<file path="config.mk">
export PLATFORM = sky130hd
export DESIGN_NAME = zombie_spawner
export DESIGN_NICKNAME = d
export VERILOG_FILES = /design/src/rtl/zombie_pkg.sv /design/src/rtl/zombie_spawner_lfsr8.sv /design/src/rtl/zombie_spawner.sv
export SDC_FILE = /design/constraint.sdc
export NUM_CORES = 1
export LEC_CHECK = 0
export BUFFER_PORTS_ARGS = -buffer_cell sky130_fd_sc_hd__clkbuf_2
export CELL_PAD_IN_SITES_DETAIL_PLACEMENT = 0
export CELL_PAD_IN_SITES_GLOBAL_PLACEMENT = 1
export CORE_MARGIN = 2
export CORE_UTILIZATION = 50
export CTS_BUF_LIST = sky130_fd_sc_hd__clkbuf_16
export DETAILED_ROUTE_END_ITERATION = 10
export GPL_TIMING_DRIVEN = 0
export PLACE_DENSITY = 0.95
export SETUP_SLACK_MARGIN = 0.5
export SLEW_MARGIN = 30
export SYNTH_ARGS = -nofsm -noshare
export SYNTH_HDL_FRONTEND = slang
export SYNTH_SLANG_ARGS = --single-unit
</file>
<file path="constraint.sdc">
create_clock -name clock -period 5.3 [get_ports clock]
set_input_delay 0 -clock clock [delete_from_list [all_inputs] [get_ports clock]]
set_output_delay 0 -clock clock [all_outputs]
set_load 0.1 [all_outputs]
</file>
<file path="src/rtl/zombie_pkg.sv">
// zombie_pkg: shared definitions for the zombie field.
//   - lane state encodings (lane_e)
//   - NUM_LANES, LFSR_MASK
//   - lane_get(): extracts one 2-bit lane from the packed 8-bit place bus
//   - lfsr_next(): one Galois step (shift right, xor mask when bit 0 was set)
package zombie_pkg;

  localparam int NUM_LANES = 4;
  localparam logic [7:0] LFSR_MASK = 8'hB8;

  typedef enum logic [1:0] {
    EMPTY  = 2'b00,
    STAGE1 = 2'b01,
    STAGE2 = 2'b10,
    STAGE3 = 2'b11
  } lane_e;

  // Lane i lives in place[2i+1:2i].
  function automatic lane_e lane_get(input logic [7:0] place, input logic [1:0] idx);
    return lane_e'(place[{idx, 1'b0} +: 2]);
  endfunction

  function automatic logic [7:0] lfsr_next(input logic [7:0] s);
    return (s >> 1) ^ (s[0] ? LFSR_MASK : 8'h00);
  endfunction

endpackage

</file>
<file path="src/rtl/zombie_spawner_lfsr8.sv">
// lfsr8: 8-bit Galois LFSR used as the spawn randomness source.
// Ports:
//   clock   in   system clock
//   reset   in   asynchronous active-low reset, loads SEED (00 becomes 01)
//   enable  in   advance one step at the next edge
//   state   out  current LFSR value
module lfsr8
  import zombie_pkg::*;
#(
  parameter logic [7:0] SEED = 8'hA5
) (
  input  logic       clock,
  input  logic       reset,
  input  logic       enable,
  output logic [7:0] state
);

  // An all-zero Galois LFSR never leaves zero, so a zero seed is replaced.
  localparam logic [7:0] RESET_VAL = (SEED == 8'h00) ? 8'h01 : SEED;

  logic [7:0] state_q;
  logic [7:0] state_d;

  always_comb begin
    state_d = state_q;
    if (enable) state_d = lfsr_next(state_q);
  end

  always_ff @(posedge clock or negedge reset) begin
    if (!reset) state_q <= RESET_VAL;
    else        state_q <= state_d;
  end

  assign state = state_q;

endmodule

</file>
<file path="src/rtl/zombie_spawner.sv">
// zombie_spawner: owns the 4-lane zombie field and drives the place bus.
// Ports:
//   clock        in   system clock
//   reset        in   asynchronous active-low reset
//   run          in   game active; 0 freezes counter, LFSR and field
//   kill_valid   in   one-cycle kill request
//   kill_lane    in   lane targeted by the kill request
//   place        out  lane i state in place[2i+1:2i] (00 empty, 11 at player)
//   kill_ack     out  pulse one cycle after every kill_valid
//   kill_hit     out  qualifies kill_ack: the targeted lane was occupied
//   escape       out  pulse: at least one stage-3 zombie passed the player
//   spawn_count  out  saturating number of spawns since reset
//
// Kill handshake: kill_valid is a single-cycle request with no backpressure
// (always accepted). Each request is answered by kill_ack exactly one cycle
// later, with kill_hit valid in that same cycle; back-to-back requests get
// back-to-back acks.
module zombie_spawner
  import zombie_pkg::*;
#(
  parameter int         STEP_CYCLES = 25_000_000,
  parameter int         SPAWN_RATE  = 5,
  parameter logic [7:0] SEED        = 8'hA5
) (
  input  logic       clock,
  input  logic       reset,
  input  logic       run,
  input  logic       kill_valid,
  input  logic [1:0] kill_lane,
  output logic [7:0] place,
  output logic       kill_ack,
  output logic       kill_hit,
  output logic       escape,
  output logic [7:0] spawn_count
);

  localparam int CNT_W = (STEP_CYCLES > 2) ? $clog2(STEP_CYCLES) : 1;
  localparam logic [CNT_W-1:0] CNT_MAX = CNT_W'(STEP_CYCLES - 1);
  localparam logic [3:0] RATE = 4'(SPAWN_RATE);

  logic [CNT_W-1:0] cnt_q, cnt_d;
  logic [7:0]       place_q, place_d;
  logic             kill_ack_q, kill_ack_d;
  logic             kill_hit_q, kill_hit_d;
  logic             escape_q, escape_d;
  logic [7:0]       spawn_count_q, spawn_count_d;

  logic             step_tick;
  logic [7:0]       lfsr_state;
  logic [7:0]       lfsr_nx;
  logic [3:0]       kill_mask;
  logic [3:0]       esc_mask;
  logic [1:0]       spawn_lane;
  logic             spawn_ok;
  lane_e            cur_lane;

  lfsr8 #(.SEED(SEED)) u_lfsr (
    .clock  (clock),
    .reset  (reset),
    .enable (step_tick),
    .state  (lfsr_state)
  );

  // The spawn decision uses the value the LFSR will hold after this tick.
  assign lfsr_nx    = lfsr_next(lfsr_state);
  assign spawn_lane = lfsr_nx[1:0];
  assign step_tick  = run && (cnt_q == CNT_MAX);

  always_comb begin
    cnt_d         = cnt_q;
    place_d       = place_q;
    spawn_count_d = spawn_count_q;
    kill_mask     = 4'b0000;
    esc_mask      = 4'b0000;
    spawn_ok      = 1'b0;
    cur_lane      = EMPTY;

    if (run) cnt_d = step_tick ? '0 : cnt_q + CNT_W'(1);

    // A kill only lands while running and only on an occupied lane.
    kill_hit_d = kill_valid && run && (lane_get(place_q, kill_lane) != EMPTY);
    kill_ack_d = kill_valid;

    for (int i = 0; i < NUM_LANES; i++) begin
      cur_lane = lane_get(place_q, 2'(i));
      if (kill_hit_d && (kill_lane == 2'(i))) begin
        // Kill beats the step: no advance, no escape from this lane.
        kill_mask[i]      = 1'b1;
        place_d[2*i +: 2] = EMPTY;
      end else if (step_tick) begin
        case (cur_lane)
          STAGE3: begin
            place_d[2*i +: 2] = EMPTY;
            esc_mask[i]       = 1'b1;
          end
          STAGE1:  place_d[2*i +: 2] = STAGE2;
          STAGE2:  place_d[2*i +: 2] = STAGE3;
          default: place_d[2*i +: 2] = EMPTY;
        endcase
      end
    end

    // Spawn checks the lane after advance/clear, and never refills a lane
    // that was just killed on this tick.
    spawn_ok = step_tick
            && ({1'b0, lfsr_nx[7:5]} < RATE)
            && !kill_mask[spawn_lane]
            && (lane_get(place_d, spawn_lane) == EMPTY);
    if (spawn_ok) begin
      place_d[{spawn_lane, 1'b0} +: 2] = STAGE1;
      if (spawn_count_q != 8'hFF) spawn_count_d = spawn_count_q + 8'd1;
    end

    escape_d = |esc_mask;
  end

  always_ff @(posedge clock or negedge reset) begin
    if (!reset) begin
      cnt_q         <= '0;
      place_q       <= 8'h00;
      kill_ack_q    <= 1'b0;
      kill_hit_q    <= 1'b0;
      escape_q      <= 1'b0;
      spawn_count_q <= 8'h00;
    end else begin
      cnt_q         <= cnt_d;
      place_q       <= place_d;
      kill_ack_q    <= kill_ack_d;
      kill_hit_q    <= kill_hit_d;
      escape_q      <= escape_d;
      spawn_count_q <= spawn_count_d;
    end
  end

  assign place       = place_q;
  assign kill_ack    = kill_ack_q;
  assign kill_hit    = kill_hit_q;
  assign escape      = escape_q;
  assign spawn_count = spawn_count_q;

endmodule

</file>
==> impl_metrics.env, run 1 <==
export IMPL_synthMuxAreaShare_pct=1.952
export IMPL_ioPinCount=25
export IMPL_layout_common_cells="dfrtp_1, nand2_1, nor2_1"
export IMPL_drtPass1Iterations=4
export IMPL_setup_viol=0
export IMPL_fin_skew_ps=8.634
export IMPL_seqPwrFrac_pct=47.1
export IMPL_grt_overflow=0
export IMPL_gp_congestion=0.8402
export IMPL_reg2regPathDepth=7
export IMPL_grt_use_met2_pct=32.50
export IMPL_vias=2127
export IMPL_r2r_setup_slack_ps=2520
export IMPL_drive_gt1_share_pct=14.79
export IMPL_grt_max_degree=53
export IMPL_core_region_area_um2=5405
export IMPL_arrival_ps=2960
export IMPL_synth_cells=278
export IMPL_timing_fmax_ghz=0.3596
export IMPL_ant_nets=0
export IMPL_fin_nets=326
export IMPL_start_util_pct=51.00
export IMPL_yosys_area_share_adder_pct=4.539
export IMPL_clk_latency_ps=300
export IMPL_synth_xor_area_share_pct=9.532
export IMPL_grt_util_met1_pct=27.84
export IMPL_ys_types=45
export IMPL_switching_share_pct=23.67
export IMPL_fp_dieArea_um2=6123
export IMPL_dpl_cell_area_um2=2964
export IMPL_grt_pass1_wl_um=9860
export IMPL_nFillCells=478
export IMPL_startpoint="cnt_q[1]"
export IMPL_crit_path_end="spawn_count[1]"
export IMPL_start_kind="flop"
export IMPL_routedWlPerCell_um=14.34
export IMPL_drc=0
export IMPL_synth_edf_count=0
export IMPL_rows=27
export IMPL_reg2reg_to="spawn_count[1]"
export IMPL_final_common_cell="dfrtp_1"
export IMPL_clkTransAtPathRegs_ps=60
export IMPL_synth_avg_cell_area_um2=9.915
export IMPL_synth_compound_area_share_pct=8.171
export IMPL_grt_busiest_layer="met2"
export IMPL_cts_tree="done"
export IMPL_ir_worst_vdd_mv=0.1772
export IMPL_port_buffers=23
export IMPL_place_ws_ps=2521
export IMPL_p_leak_nw=1.434
export IMPL_async_flop_share_pct=100.0
export IMPL_vias_per_cell=5.554
export IMPL_grt_antenna_before_repair=0
export IMPL_p_int_w=0.0007171
export IMPL_tightest_slew_ps=733.2
export IMPL_die_h_um=78.25
export IMPL_status="complete, no violations"
export IMPL_drtIter0Drc=103
export IMPL_grt_pass1_vias=2137
export IMPL_layout_setup_ws_ps=2519
export IMPL_grtUsageMet3_pct=4.253
export IMPL_crit_type="reg -> reg"
export IMPL_pwr_share_clk_pct=43.7
export IMPL_post_cts_buffers=0
export IMPL_setup_tns_ps=0
export IMPL_syn_nets=294
export IMPL_path_max_fanout=7
export IMPL_powerDensity_nw_per_um2=296.1
export IMPL_mappedNetlistArea_um2=2756
export IMPL_die_w_um=78.25
export IMPL_cts_resized=0
export IMPL_antenna_cells=0
export IMPL_finalCritPeriodShare_pct=52.47
export IMPL_stdcell_area_um2=3173
export IMPL_ys_flop_type="dfrtp_1"
export IMPL_slew_headroom_pct=50.48
export IMPL_p_switching_w=0.0002224
export IMPL_synth_top_family_by_area="simple AND/OR/NAND/NOR gates"
export IMPL_dp_hpwl_um=3881
export IMPL_routed_wl_um=5493
export IMPL_slew_viol_final=0
export IMPL_pwr_share_comb_pct=9.1
export IMPL_yosys_area_share_simple_pct=25.37
export IMPL_htreeDepth=2
export IMPL_cts_buffer_depth=2
export IMPL_r2r_start="cnt_q[1]"
export IMPL_cap_violations=0
export IMPL_rsz0062_at_grt="false"
export IMPL_cts_sinks=52
export IMPL_hold_viol_final=0
export IMPL_grt_usage_pct=20.25
export IMPL_synth_seq_cells=52
export IMPL_cts_buffers=5
export IMPL_cp_required_ps=5480
export IMPL_worstHoldPathType="in -> reg"
export IMPL_yosysSeqAreaShare_pct=47.39
export IMPL_crit_path_end_kind="flop"
export IMPL_min_period_ps=2781
export IMPL_area_growth_pct=15.12
export IMPL_root_buffer="clkbuf_16"
export IMPL_yosys_warnings=0
## kinds of logic after synthesis
kind of cell	after synthesis
buffers and inverters	22
AOI/OAI and AO/OA	34
muxes	4
xor gates and xnor gates	30
adders and majority gates	10
and+or+nand+nor	126
DFF	52
## cells in the mapped netlist, types with 2 or more instances
library cell,n,area share (%)
dfrtp_1,48,44
nand2_1,33,4.5
nor2_1,26,3.5
xnor2_1,21,6.7
inv_1,14,1.9
o21ai_0,13,2.4
and3_1,12,2.7
nand3_1,11,2.0
ha_1,10,4.5
nand4_1,9,2.0
xor2_1,9,2.9
clkbuf_1,7,0.95
nor3_1,5,0.91
a21oi_1,4,0.73
dfstp_2,4,3.8
nor4b_1,4,1.3
nor2b_1,3,0.68
nor4bb_1,3,1.1
o22ai_1,3,0.68
or3_1,3,0.68
a211oi_1,2,0.54
a21o_1,2,0.54
and4_1,2,0.64
mux2i_1,2,0.73
nor3b_1,2,0.54
nor4_1,2,0.45
nor4_4,2,1.5
o31ai_1,2,0.54
o41ai_1,2,0.64
or4_1,2,0.54
or4b_2,2,0.73
## how the worst min path moves through the flow
stage	slack, ps	startpoint	cells after the start	endpoint
2_1_floorplan	-300	reset	0	cnt_q[0]
3_3_place_gp	150	kill_valid	1	kill_ack
3_5_place_dp	130	reset	1	cnt_q[6]
4_1_cts	40	run	2	cnt_q[0]
5_1_grt	50	run	2	cnt_q[0]
6_report	40	run	2	cnt_q[1]
## cell type report
type / count / area, µm² / share of cell area (%)
Tap cell: 72 / 90.09 / 2.839
Timing Repair Buffer: 25 / 137.6 / 4.338
Buffer: 8 / 31.28 / 0.9858
Clock inverter: 3 / 63.81 / 2.011
Multi-Input combinational cell: 204 / 1366 / 43.06
Sequential cell: 52 / 1306 / 41.17
Inverter: 14 / 52.55 / 1.656
Clock buffer: 5 / 125.1 / 3.943
## through the flow
step           std cells  hold slack [ps]  total power [W]  utilization, %
6_report             383            41.43        0.0009394           58.70
5_1_grt              383            53.87        0.0009792           58.70
4_1_cts              383            42.48        0.0009490           58.70
3_5_place_dp         373            127.2        0.0005360           54.84
3_3_place_gp         373            148.7        0.0005298           54.79
2_1_floorplan        278           -295.6        0.0005076               -
## routing by layer
layer | part of all wire [%] | up-vias | wire [µm]
met1 | 47 | 1025 | 2600
met5 | 0 | - | 0
met2 | 46 | 50 | 2539
met4 | 1.3 | 0 | 71
li1 | - | 1047 | -
met3 | 5.1 | 5 | 282
## flip-flops by register name, indices dropped and copies added (netlist names)
name / flops
cnt_q: 25
escape: 1
kill_ack: 1
kill_hit: 1
place: 8
spawn_count: 8
u_lfsr.state: 8
## critical path, cell delays in order, from the launching register on
cell and delay [ps]:
dfrtp_1 400, ha_1 180, nand2_1 100, or3_4 380, nor4_4 370, o2111ai_2 310, nor4_4 540, mux2_2 380
## power by group through the flow
stage,clock network (W),logic (W),registers (W)
2_1_floorplan,0,0.0000460,0.000462
3_3_place_gp,0,0.0000816,0.000448
3_5_place_dp,0,0.0000855,0.000451
4_1_cts,0.000419,0.0000873,0.000443
5_1_grt,0.000436,0.0000965,0.000446
6_report,0.000411,0.0000858,0.000443
## repair_timing
item / in CTS / in global routing
hold buffers: 2 / 0
hold endpoints to repair: 49 / 0
endpoints found under the setup margin: 0 / 0
(Power assumes the default switching activity.)
==> inputs of run 2 (changes only) <==
Settings changed: CORE_UTILIZATION 50 to 42, PLACE_DENSITY 0.95 to 0.87.
Clock period 5.3 ns to 2.45 ns, I/O delays scaled along.
==> run 2 against run 1 <==
The run now ends with setup timing left. Register-to-register slack got worse by 2500 ps. Sequential share of layout area is 7.5 points lower. Clock power grew 97%. Sequential power up 120%. Clock skew shrank 2.5 ps. Power increased by 120%. Combinational power grew to 3.6 times the previous value. Maximum frequency grew 13%. Global-route usage fell by 1.2 points. Critical path depth grew 1. Largest cell class unchanged.
==> impl_metrics.env, run 2 (synthesis results as in run 1) <==
export IMPL_port_buffers=23
export IMPL_ant_nets=0
export IMPL_largest_register_ffs=25
export IMPL_routed_wl_um=7423
export IMPL_fin_skew_ps=6.183
export IMPL_grt_antenna_before_repair=0
export IMPL_status="finished, violations left"
export IMPL_clk_latency_ps=290
export IMPL_wl_met2_um=3771
export IMPL_stdcell_area_um2=3990
export IMPL_ioPinCount=25
export IMPL_rsz0062_at_grt="true"
export IMPL_highest_layer="met4"
export IMPL_grt_max_degree=53
export IMPL_drtIter0Drc=133
export IMPL_vias=2392
export IMPL_grt_overflow=0
export IMPL_arrival_ps=2630
export IMPL_antenna_cells=0
export IMPL_clkTransAtPathRegs_ps=70
export IMPL_layout_cells_non_filler=423
export IMPL_dpl_cell_area_um2=3102
export IMPL_root_buffer="clkbuf_16"
export IMPL_min_delay_start="run"
export IMPL_grt_pass1_wl_um=11090
export IMPL_ir_worst_vdd_mv=0.4922
export IMPL_htreeDepth=2
export IMPL_worstHoldPathType="in -> reg"
export IMPL_gp_congestion=0.8025
export IMPL_grt_usage_pct=19.01
export IMPL_crit_path_end_kind="flop"
export IMPL_finalCritPeriodShare_pct=100.3
export IMPL_die_h_um=85.01
export IMPL_start_util_pct=43.41
export IMPL_hold_viol_final=0
export IMPL_path_max_fanout=7
export IMPL_violations="setup timing"
export IMPL_drive_gt1_share_pct=43.93
export IMPL_start_kind="flop"
export IMPL_cts_buffer_depth=2
export IMPL_startpoint="cnt_q[8]"
export IMPL_top_register="cnt_q"
export IMPL_dp_hpwl_um=4029
export IMPL_final_common_cell="dfrtp_1"
export IMPL_core_region_area_um2=6350
export IMPL_timing_fmax_ghz=0.4069
export IMPL_layout_common_cells="dfrtp_1, nand2_1, clkbuf_2"
export IMPL_powerDensity_nw_per_um2=519.5
export IMPL_die_w_um=85.01
export IMPL_routedWlPerCell_um=17.55
export IMPL_r2r_start="cnt_q[8]"
export IMPL_grt_pass1_vias=2275
export IMPL_slew_viol_final=0
export IMPL_drtPass1Iterations=4
export IMPL_met3_length_um=251
export IMPL_nFillCells=483
export IMPL_vias_per_cell=5.655
export IMPL_crit_type="reg -> reg"
export IMPL_cp_required_ps=2630
export IMPL_rows=29
export IMPL_p_leak_nw=1.707
export IMPL_drc=0
export IMPL_area_growth_pct=44.76
export IMPL_setup_tns_ps=-7.575
export IMPL_cts_buffers=5
export IMPL_cts_sinks=52
export IMPL_fp_dieArea_um2=7227
export IMPL_wl_met1_um=3212
export IMPL_slew_headroom_pct=50.17
export IMPL_min_period_ps=2458
export IMPL_cts_tree="done"
export IMPL_cap_violations=0
export IMPL_setup_viol=1
export IMPL_layout_setup_ws_ps=-7.575
export IMPL_placedCellCount=378
export IMPL_tightest_slew_ps=747.4
export IMPL_fin_nets=361
run 2: changes by cell type in the layout (fill, tap and decap cells not counted), sizes merged:
cell	before	now
clkinv	0	1
inv	15	14
bufinv	2	1
buf	1	36
clkinvlp	0	1
run 2: metal layers:
| metal | vias to the layer above | global-route usage, % |
|---|---|---|
| met5 | - | 0 |
| met1 | 1205 | 25.06 |
| li1 | 1112 | - |
| met4 | 0 | 6.638 |
| met2 | 58 | 31.96 |
| met3 | 17 | 2.821 |
run 2: critical path, stage by stage, from the launching register on:
cell	delay, ps
dfrtp_2	440
nor4b_4	350
nand4_1	190
buf_4	190
o31ai_4	280
a211oi_4	120
nor4_4	270
buf_6	160
mux2_2	330
run 2: final cells by class:
type	count	area (µm²)	area share, %
inverter	14	52.55	1.317
sequential	52	1343	33.65
buffer	8	116.4	2.916
clock inverter	3	42.54	1.066
clock buffer	5	125.1	3.136
multi-input combinational	204	1724	43.21
tap	77	96.34	2.415
timing repair buffer	60	490.5	12.29
run 2: path summary, 6_finish.rpt:
kind	endpoint	slack, ps	depth (start not counted)
setup / recovery	spawn_count[1]	-8	8
hold / removal	cnt_q[0]	50	2
setup reg to reg	spawn_count[1]	-8	8
hold reg to reg	spawn_count[5]	480	1
max in group asynchronous	place[4]	1550	2
min in group asynchronous	cnt_q[16]	340	2
run 2: what timing repair did:
item	CTS	global route
gates cloned	2	1
pin swaps	10	20
endpoints found under the hold margin	49	0
gates resized for setup	59	42
setup buffers	19	13
setup endpoints to repair	39	38
hold buffers	2	0
run 2: metrics by stage:
| step | util, % | hold slack (ps) | setup WS (ps) | total power [W] |
|---|---|---|---|---|
| floorplan | - | -295.6 | 178.9 | 0.001107 |
| global placement | 48.81 | 150.5 | -52.83 | 0.001156 |
| detailed placement | 48.85 | 133.0 | -63.59 | 0.001167 |
| CTS | 58.36 | 42.09 | -18.07 | 0.002036 |
| global route | 62.84 | 77.55 | -74.78 | 0.002137 |
| finish | 62.84 | 54.24 | -7.575 | 0.002073 |
run 2: where the power goes:
part | total [W] | switching (W) | internal, W
combinational | 0.000308 | 0.000184 | 0.000125
sequential | 0.000956 | 0.0000482 | 0.000908
clock | 0.000808 | 0.000328 | 0.000481
total | 0.00207 | 0.000560 | 0.00151
==> inputs of run 3 (changes only) <==
Settings changed: GPL_TIMING_DRIVEN 0 to 1.
==> run 3 against run 2 <==
The run now ends clean. Critical path depth shrank 2. Hold slack gained 30 ps. Via count shrank 7.6%. Global-route usage shrank 1.7 points. Design area shrank 9.7%. Utilization shrank 6.1 points. Wire length shrank 15%. Die area is the same. Critical endpoint unchanged.
==> impl_metrics.env, run 3 (synthesis results as in run 1) <==
export IMPL_status="complete, no violations"
export IMPL_reg2regPathDepth=6
export IMPL_r2r_start="cnt_q[8]"
export IMPL_cts_buffer_depth=2
export IMPL_slew_viol_final=0
export IMPL_timing_fmax_ghz=0.4164
export IMPL_setup_viol=0
export IMPL_rsz0062_at_grt="true"
export IMPL_stdcell_area_um2=3605
export IMPL_p_total_w=0.001908
export IMPL_placedCellCount=386
export IMPL_cts_tree="done"
export IMPL_htreeDepth=2
export IMPL_top_register="cnt_q"
export IMPL_layout_common_cells="dfrtp_1, nand2_1, buf_4"
export IMPL_grt_antenna_before_repair=0
export IMPL_slew_headroom_pct=54.95
export IMPL_crit_path_end_kind="flop"
export IMPL_cts_buffers=5
export IMPL_fp_dieArea_um2=7227
export IMPL_root_buffer="clkbuf_16"
export IMPL_vias_per_cell=5.354
export IMPL_core_region_area_um2=6350
export IMPL_grt_max_degree=53
export IMPL_area_growth_pct=30.78
export IMPL_rows=29
export IMPL_min_delay_start="run"
export IMPL_antenna_cells=0
export IMPL_grt_usage_pct=17.29
export IMPL_grt_overflow=0
export IMPL_fin_skew_ps=6.587
export IMPL_ir_worst_vdd_mv=0.4230
export IMPL_port_buffers=24
export IMPL_routed_wl_um=6300
export IMPL_drtPass1Iterations=4
export IMPL_reg2reg_to="spawn_count[1]"
export IMPL_drc=0
export IMPL_clkTransAtPathRegs_ps=70
export IMPL_arrival_ps=2570
export IMPL_whs_endpoint="cnt_q[0]"
export IMPL_grt_pass1_wl_um=10260
export IMPL_crit_type="reg -> reg"
export IMPL_cp_top_family="simple AND/OR/NAND/NOR gates"
export IMPL_cts_sinks=52
export IMPL_critical_path_cell_chain="nor4b_4 > nand4_1 > o31ai_4 > a211oi_4 > nor4_4 > mux2_2"
export IMPL_p_leak_nw=1.604
export IMPL_dpl_cell_area_um2=3182
export IMPL_ant_nets=0
export IMPL_powerDensity_nw_per_um2=529.3
export IMPL_vias=2211
export IMPL_hold_worst_slack_ps=84.32
export IMPL_die_h_um=85.01
export IMPL_start_util_pct=43.41
export IMPL_tightest_slew_ps=675.8
export IMPL_largest_register_ffs=25
export IMPL_hold_depth=2
export IMPL_dp_hpwl_um=4144
export IMPL_clk_latency_ps=290
export IMPL_cp_required_ps=2620
export IMPL_routedWlPerCell_um=15.25
export IMPL_die_w_um=85.01
export IMPL_crit_path_max_incr_delay_ps=450
export IMPL_drtIter0Drc=136
export IMPL_final_common_cell="dfrtp_1"
export IMPL_path_max_fanout=7
export IMPL_path_buf_inv=0
export IMPL_finalCritPeriodShare_pct=98.01
export IMPL_fin_nets=351
export IMPL_cap_violations=0
export IMPL_ioPinCount=25
export IMPL_crit_slowest_cell="nor4_4"
export IMPL_gp_congestion=0.8050
export IMPL_layout_cells_non_filler=413
export IMPL_drive_gt1_share_pct=33.63
export IMPL_hold_viol_final=0
export IMPL_start_kind="flop"
export IMPL_grt_pass1_vias=2128
export IMPL_min_period_ps=2401
export IMPL_r2r_setup_slack_ps=50
export IMPL_worstHoldPathType="in -> reg"
run 3: cell count changes in the layout (fill, tap and decap cells not counted), sizes merged:
cell,before,now
inv,14,17
clkbuf,35,30
clkinvlp,1,0
bufinv,1,0
clkinv,1,0
buf,36,31
run 3: how the worst max path moves through the flow:
stage | start | to | slack, ps | depth (start not counted)
floorplan | cnt_q[0] | spawn_count[1] | 180 | 7
global route | cnt_q[8] | spawn_count[1] | -20 | 6
finish | cnt_q[8] | spawn_count[1] | 50 | 6
CTS | cnt_q[0] | spawn_count[1] | 80 | 7
detailed placement | cnt_q[8] | spawn_count[1] | 10 | 6
global placement | cnt_q[7] | spawn_count[1] | 120 | 6
run 3: repair_timing:
item                                    CTS  global route
buffers inserted                          9             6
pin swaps                                 9             6
hold endpoints to repair                 49             0
gates cloned                              0             2
gates resized for setup                  11            10
hold buffers                              2             0
endpoints found under the setup margin   25            27
run 3: area by class of cell:
cell class / count / area [µm²]
clock inverter: 3 / 28.78
fill: 535 / 2745
clock buffer: 5 / 125.1
sequential: 52 / 1336
multi-input combinational: 204 / 1544
timing repair buffer: 58 / 421.7
inverter: 14 / 52.55
tap: 77 / 96.34
run 3: per-layer routing:
metal | wire, µm | vias up | track usage, %
met3 | 108 | 2 | 2.432
met1 | 3050 | 1089 | 24.48
li1 | - | 1096 | -
met2 | 3106 | 24 | 28.13
met4 | 34 | 0 | 4.329
met5 | 0 | - | 0
run 3: worst reg2reg max path: stages (launching register included):
cell and delay [ps]:
dfrtp_1 410, nor4b_4 350, nand4_1 260, o31ai_4 310, a211oi_4 120, nor4_4 450, mux2_2 390
run 3: power by group:
part	switching (W)	total [W]	internal, W
logic	0.000138	0.000226	0.0000885
clock network	0.000335	0.000729	0.000394
registers	0.0000458	0.000953	0.000908
total	0.000518	0.00191	0.00139
run 3: stage by stage:
step | worst slack, ps | setup TNS [ps] | util (%)
6_report | 48.72 | 0 | 56.77
5_1_grt | -17.95 | -22.46 | 56.77
4_1_cts | 84.54 | 0 | 54.80
3_5_place_dp | 11.89 | 0 | 50.11
3_3_place_gp | 121.4 | 0 | 50.11
2_1_floorplan | 178.9 | 0 | -
